--- src/rtl/cordic_mag_avg.sv ---
// cordic_mag_avg: windowed mean (and optional peak) of the cordic magnitude
// stream, with results queued in a first-word-fall-through FIFO.
//
// Optional feature macro: CORDIC_MAG_PEAK_EN (window peak tracking).
//
// Ports:
//   clk_i      clock, rising edge
//   rst_i      asynchronous active-high reset
//   valid_i    data_i holds a magnitude sample
//   data_i     unsigned magnitude, Q_I.Q_F
//   clear_i    drop the partial window and clear overflow_o
//   valid_o    FIFO head holds a result
//   ready_i    sink accepts the head
//   mean_o     window mean at the FIFO head
//   peak_o     window maximum at the FIFO head (0 without CORDIC_MAG_PEAK_EN)
//   count_o    FIFO fill level
//   overflow_o sticky: a completed window was dropped
module cordic_mag_avg #(
    parameter int Q_I        = 15,
    parameter int Q_F        = 16,
    parameter int LOG2_WIN   = 4,
    parameter int FIFO_DEPTH = 4,
    localparam int WIDTH     = Q_I + Q_F + 1,
    localparam int CW        = $clog2(FIFO_DEPTH) + 1
) (
    input  logic             clk_i,
    input  logic             rst_i,
    input  logic             valid_i,
    input  logic [WIDTH-1:0] data_i,
    input  logic             clear_i,
    output logic             valid_o,
    input  logic             ready_i,
    output logic [WIDTH-1:0] mean_o,
    output logic [WIDTH-1:0] peak_o,
    output logic [CW-1:0]    count_o,
    output logic             overflow_o
);

    localparam int AW = $clog2(FIFO_DEPTH);
    localparam int SW = WIDTH + LOG2_WIN;

    logic [SW-1:0]       acc;
    logic [LOG2_WIN-1:0] cnt;
    logic [SW-1:0]       sum;
    logic [WIDTH-1:0]    mean_next;
    logic                win_last;
    logic                take;
    logic                push;
    logic                pop;
    logic                full;
    logic                wr_en;

    logic [WIDTH-1:0]    mean_mem [FIFO_DEPTH];
    logic [AW-1:0]       wr_ptr;
    logic [AW-1:0]       rd_ptr;
    logic [CW-1:0]       count;
    logic                ovf;

    // Accumulator is wide enough for WIN full-scale samples.
    assign sum       = acc + SW'(data_i);
    assign mean_next = WIDTH'(sum >> LOG2_WIN);
    assign win_last  = (cnt == {LOG2_WIN{1'b1}});
    assign take      = valid_i && !clear_i;
    assign push      = take && win_last;
    assign pop       = valid_o && ready_i;
    assign full      = (count == CW'(FIFO_DEPTH));
    // A pop in the same cycle frees the slot, so a full FIFO still accepts.
    assign wr_en     = push && (!full || pop);

    always_ff @(posedge clk_i or posedge rst_i) begin
        if (rst_i) begin
            acc <= '0;
            cnt <= '0;
        end else if (clear_i) begin
            acc <= '0;
            cnt <= '0;
        end else if (valid_i) begin
            if (win_last) begin
                acc <= '0;
                cnt <= '0;
            end else begin
                acc <= sum;
                cnt <= cnt + 1'b1;
            end
        end
    end

    always_ff @(posedge clk_i or posedge rst_i) begin
        if (rst_i) begin
            wr_ptr <= '0;
            rd_ptr <= '0;
            count  <= '0;
            ovf    <= 1'b0;
        end else begin
            if (wr_en)
                wr_ptr <= wr_ptr + 1'b1;
            if (pop)
                rd_ptr <= rd_ptr + 1'b1;
            if (wr_en && !pop)
                count <= count + 1'b1;
            else if (!wr_en && pop)
                count <= count - 1'b1;
            if (clear_i)
                ovf <= 1'b0;
            else if (push && !wr_en)
                ovf <= 1'b1;
        end
    end

    always_ff @(posedge clk_i) begin
        if (wr_en)
            mean_mem[wr_ptr] <= mean_next;
    end

    assign valid_o    = (count != '0);
    assign count_o    = count;
    assign overflow_o = ovf;
    // Gate the head so stale storage never shows while empty or in reset.
    assign mean_o     = valid_o ? mean_mem[rd_ptr] : '0;

`ifdef CORDIC_MAG_PEAK_EN
    logic [WIDTH-1:0] pk;
    logic [WIDTH-1:0] peak_next;
    logic [WIDTH-1:0] peak_mem [FIFO_DEPTH];

    assign peak_next = (data_i > pk) ? data_i : pk;

    always_ff @(posedge clk_i or posedge rst_i) begin
        if (rst_i)
            pk <= '0;
        else if (clear_i)
            pk <= '0;
        else if (valid_i)
            pk <= win_last ? '0 : peak_next;
    end

    always_ff @(posedge clk_i) begin
        if (wr_en)
            peak_mem[wr_ptr] <= peak_next;
    end

    assign peak_o = valid_o ? peak_mem[rd_ptr] : '0;
`else
    assign peak_o = '0;
`endif

endmodule

--- config.mk ---
export PLATFORM = sky130hd
export DESIGN_NAME = cordic_mag_avg
export DESIGN_NICKNAME = d
export VERILOG_FILES = /design/src/rtl/cordic_mag_avg.sv
export SDC_FILE = /design/constraint.sdc
export NUM_CORES = 1
export LEC_CHECK = 0
export CAP_MARGIN = 40
export CORE_MARGIN = 2
export CORE_UTILIZATION = 49
export CTS_BUF_LIST = sky130_fd_sc_hd__clkbuf_8
export CTS_CLUSTER_DIAMETER = 40
export CTS_CLUSTER_SIZE = 30
export DETAILED_ROUTE_END_ITERATION = 16
export GPL_ROUTABILITY_DRIVEN = 0
export PLACE_DENSITY = 0.71
export SLEW_MARGIN = 20
export SYNTH_ARGS = -nofsm -noshare
export SYNTH_HDL_FRONTEND = slang
export SYNTH_SLANG_ARGS = --single-unit
--- constraint.sdc ---
create_clock -name clk_i -period 3.8 [get_ports clk_i]
set_input_delay 0.95 -clock clk_i [delete_from_list [all_inputs] [get_ports clk_i]]
set_output_delay 0.95 -clock clk_i [all_outputs]
set_load 0.01 [all_outputs]
# Word level (Yosys, flattened, before mapping)
# Memories as Yosys holds them, arrays and structs flattened.
# Index checks and enable logic that the tools add are counted.
[classes] reduce_logical=16 eq_ne=2 mux=13 add_sub_neg=6
[op_table] operator="36-bit two-way mux" count=3
[op_table] operator="36-bit by 32-bit adder with 36-bit output" count=1
[op_table] operator="32-bit two-way mux" count=1
[op_table] operator="4-bit two-way mux" count=3
[op_table] operator="1-bit logical AND" count=7
[op_table] operator="3-bit two-way mux" count=2
[op_table] operator="2-bit nonzero test" count=3
[op_table] operator="2-bit by 1-bit adder with 2-bit output (second input constant)" count=2
[op_table] operator="4-bit by 1-bit adder with 4-bit output (second input constant)" count=1
[op_table] operator="4-bit == test (second input constant)" count=1
[op_table] operator="1-bit zero test" count=4
[op_table] operator="1-bit two-way mux" count=4
[op_table] operator="3-bit by 1-bit adder with 3-bit output (second input constant)" count=1
[op_table] operator="3-bit == test (second input constant)" count=1
[op_table] operator="3-bit nonzero test" count=1
[op_table] operator="3-bit by 1-bit subtractor with 3-bit output (second input constant)" count=1
[op_table] operator="1-bit logical OR" count=1
[totals] regBits=48 output_inout_bits=69 memories=1 input_bits=37 ram_bits=128
[mem_list] memory="mean_mem" words=4 width=32 read_ports=1 rd_ports_with_merged_regs=0 wr=1 line="53" text="logic [WIDTH-1:0] mean_mem [FIFO_DEPTH];"

# Logic depth before layout (Yosys ltp)
[logic_depth] depth_word=8 ltp_mapped=12 depth_no_buf=12

# Least setup slack after synthesis
# OpenSTA, ideal clock, no wires.
[synth_timing] path_kind="input to register" from="input data_i[0]" to="memory mean_mem[0][30] (netlist bit), data pin" path_stages=12 path_slack_ns=0.392 arrival_ns=3.139 required_ns=3.531 path_buffers=0 path_cell_list="ha_1 inv_1 fa_1 and2b_1 o2111ai_2 a211oi_2 o21ai_1 a31oi_2 o211ai_2 a21oi_2 mux2i_1 a211o_1"
[synth_via] elab_chain_len=1
[synth_lines] item="from (decl)" line="29" text="input logic [WIDTH-1:0] data_i,"
[synth_lines] item="36-bit by 32-bit adder with 36-bit output" line="60" text="assign sum = acc + SW'(data_i);"
[synth_lines] item="net sum[34]" line="44" text="logic [SW-1:0] sum;"
[synth_lines] item="to (decl)" line="53"
# The timed path passes the listed nets, and every way through them passes these cells.

# Worst setup path in the final report
[layout_timing] from="input data_i[0]" to="memory mean_mem[2][30] (netlist bit), data pin"
# The elaborated chain is that of the path after synthesis.

==> impl_metrics.csv <==
group,metric,value,unit
outcome,outcome,"finished, final reports clean",
critical_path,crit_type,"primary input to register",
place,post-place-ws,-0.389,ns
route,drt_iter0_markers,423,
synthesis,synth.avg_cell_area,13.6,um2
clock_tree,numCtsBuffers,17,
layout,final_cell_mix,"edfxtp_1 (128), clkdlybuf4s50_1 (73), dfrtp_1 (47), ha_1 (38)",
clock_tree,clk_pin_slew,0.10,ns
job,cap_violations,0,
power_and_ir_drop,pwr-share-clk,0.296,
place,placedCellCount,961,
synthesis,yosysTopAreaCell,"edfxtp_1",
layout,final_area,0.0104,mm2
power_and_ir_drop,p_leak,4.05,nW
timing,rsz0062_at_grt,"no",
clock_tree,h-tree-depth,4,
critical_path,worst-path-max-fanout,4,
layout,finalNonFillerCells,993,
grt,track_usage,0.199,
power_and_ir_drop,power_frac_comb,0.202,
min_path,worstHoldPathCells,1,
synthesis,seq_area_frac_synth,0.572,
critical_path,crit_path_start_kind,"primary input",
timing,setup_ws,0.166,ns
grt,grt_pass1_wl,29700,um
floorplanning,rows,49,
place,dpl_cell_area,0.00992,mm2
timing,slew_viol_final,0,
power_and_ir_drop,sw_frac_of_total,0.291,
layout,layout_commonest_cell,"edfxtp_1",
synthesis,mappedNetlistArea,0.00882,mm2
critical_path,r2r_start,"acc[0]$_DFFE_PP0P_",
synthesis,synth_edf_count,128,
critical_path,reg2reg_depth,12,
power_and_ir_drop,p_seq_frac,0.501,
grt,first_global_vias,5594,
clock_tree,clockBufferDepth,2,
route,drt-wirelength-per-cell,18.2,um
timing,slew_headroom,0.573,
grt,grt_overflow,0,
synthesis,yosys_warnings,0,
timing,fmax,0.275,GHz
power_and_ir_drop,power.density,444,mW/mm2
critical_path,cp-startpoint,"data_i[0]",
timing,finClkSkew,0.0126,ns
layout,drive_above_1_share,0.162,
min_path,hold_path.startpoint,"rd_ptr[1]$_DFFE_PP0P_",
timing,hold_viol,0,
critical_path,rr_endpoint,"mean_mem[2][30]$_DFFE_PP_",
floorplanning,fp.dieH,138,um
power_and_ir_drop,ir_drop,0.284,mV
layout,area_growth,17.3,%
timing,worstMarginPinSlew,0.639,ns
critical_path,crit_arrival,3.84,ns
route,avgViaCountPerCell,5.59,
grt,grt_max_degree,33,
place,hpwl,12900,um
min_path,worstHoldPathType,"register to register",
route,drt_first_pass_iters,5,
synthesis,synth_cell_type_count,61,
route,ant_nets,0,
floorplanning,ios,106,
synthesis,synthCells,649,
floorplanning,die_w,138,um
route,drc_errors,0,
layout,utilization,0.580,
power_and_ir_drop,internal-power,3.26,mW
critical_path,ff2ff_setup_slack,0.74,ns
clock_tree,cts_root_buffer,"clkbuf_8",
floorplanning,fp.coreArea,0.0178,mm2
synthesis,synthTopCellsByArea,"edfxtp_1 (44%), dfrtp_1 (14%), mux4_2 (8.2%)",
layout,final_nets,828,
timing,min_period_over_period,0.956,
place,io_buffer_count,73,
clock_tree,ctsHoldBuffers,0,
floorplanning,initial_core_util,0.494,
grt,antenna_found_initial,0,
synthesis,synth_ff_type,"edfxtp_1",
timing,setup_viol_count_final,0,
clock_tree,clk_latency,0.47,ns
synthesis,synth-seq-cells,176,
timing,period_minus_slack,3.63,ns
clock_tree,cts_tree,"yes",
critical_path,endpoint_kind,"register",
min_path,worst_hold_path.endpoint,"rd_ptr[1]$_DFFE_PP0P_",
synthesis,synth_top_cell_area_share,0.436,
power_and_ir_drop,switchingPower,1.34,mW
route,via_count,5546,
synthesis,ys_async_sr_fraction,0.273,
critical_path,required,4.01,ns
layout,antenna_cells,0,
clock_tree,cts_sinks,176,
route,wl,18100,um
floorplanning,die_area,0.0191,mm2
how the worst max path moves through the flow:
stage               slack, ns                         to  depth (start not counted)
finish                   0.17  mean_mem[2][30]$_DFFE_PP_                         13
global route             0.01  mean_mem[1][30]$_DFFE_PP_                         13
CTS                       0.1  mean_mem[1][28]$_DFFE_PP_                         14
detailed placement      -0.39  mean_mem[1][28]$_DFFE_PP_                         14
global placement        -0.30  mean_mem[0][30]$_DFFE_PP_                         13
floorplan                0.39  mean_mem[0][30]$_DFFE_PP_                         12
synthesized netlist by cell type, types with 19 or more instances:
cell and count:
o21ai_0 19, nand2_1 36, xnor2_1 23, a22o_1 29, a21oi_1 26, dfrtp_1 48, and2_1 37, edfxtp_1 128
clkbuf_1 20, buf_4 32, nor2_1 31, mux4_2 32, ha_1 38
power groups by stage:
stage | clock network [mW] | logic, mW | registers, mW
detailed placement | 0 | 0.916 | 2.35
global placement | 0 | 0.882 | 2.34
global route | 1.47 | 1.03 | 2.31
finish | 1.36 | 0.930 | 2.31
CTS | 1.40 | 0.922 | 2.30
floorplan | 0 | 0.665 | 2.33
worst max-delay path, cell delays in order:
cell,delay [ns]
clkdlybuf4s50_1,0.46
ha_1,0.17
inv_1,0.06
fa_1,0.39
and2b_1,0.25
o2111ai_2,0.15
a211oi_2,0.31
o21ai_1,0.16
a31oi_2,0.20
o211ai_2,0.14
a21oi_2,0.20
mux2i_1,0.09
a211o_1,0.31
final cells by class:
type	instances	area (um2)
Multi-Input combinational cell	428	3490
Timing Repair Buffer	112	1040
Fill cell	1450	7490
Inverter	16	60.1
Clock buffer	17	234
Tap cell	229	287
Sequential cell	176	5050
Clock inverter	15	194
metal layers:
metal / track usage / part of all wire / vias to the layer above
li1: - / - / 2587
met1: 0.259 / 0.43 / 2769
met2: 0.337 / 0.50 / 165
met3: 0.0367 / 0.047 / 25
met4: 0.0687 / 0.022 / 0
met5: 0 / 0 / -
sequential cells by signal (all words and copies together) (netlist names):
register and count:
acc 36, cnt 4, count_o 3, mean_mem 128
overflow_o 1, rd_ptr 2, wr_ptr 2
stage by stage:
| stage | hold slack, ns | setup TNS, ns | total power [mW] |
|---|---|---|---|
| 2_1_floorplan | 0.454 | 0 | 3.00 |
| 3_3_place_gp | 0.461 | -4.37 | 3.22 |
| 3_5_place_dp | 0.470 | -5.57 | 3.26 |
| 4_1_cts | 0.483 | 0 | 4.62 |
| 5_1_grt | 0.510 | 0 | 4.82 |
| 6_report | 0.483 | 0 | 4.60 |
logic make-up (layout without fill, tap and decap cells):
group                      Yosys count  in the layout  share of synthesized area
AOI/OAI and AO/OA                  134            134                      0.110
DFF                                176            176                      0.572
and+or+nand+nor                    147            147                     0.0862
adders and majority gates           40             40                     0.0584
xor gates and xnor gates            39             39                     0.0396
muxes                               36             36                     0.0864
other                                1             32                   0.000425
buffers and inverters               76            160                     0.0472
what timing repair did:
item | 4_1_cts | 5_1_grt
setup buffers | 0 | 0
resized for setup | 0 | 1
setup endpoints to repair | 0 | 8
Power figures use the tool's default switching activity.
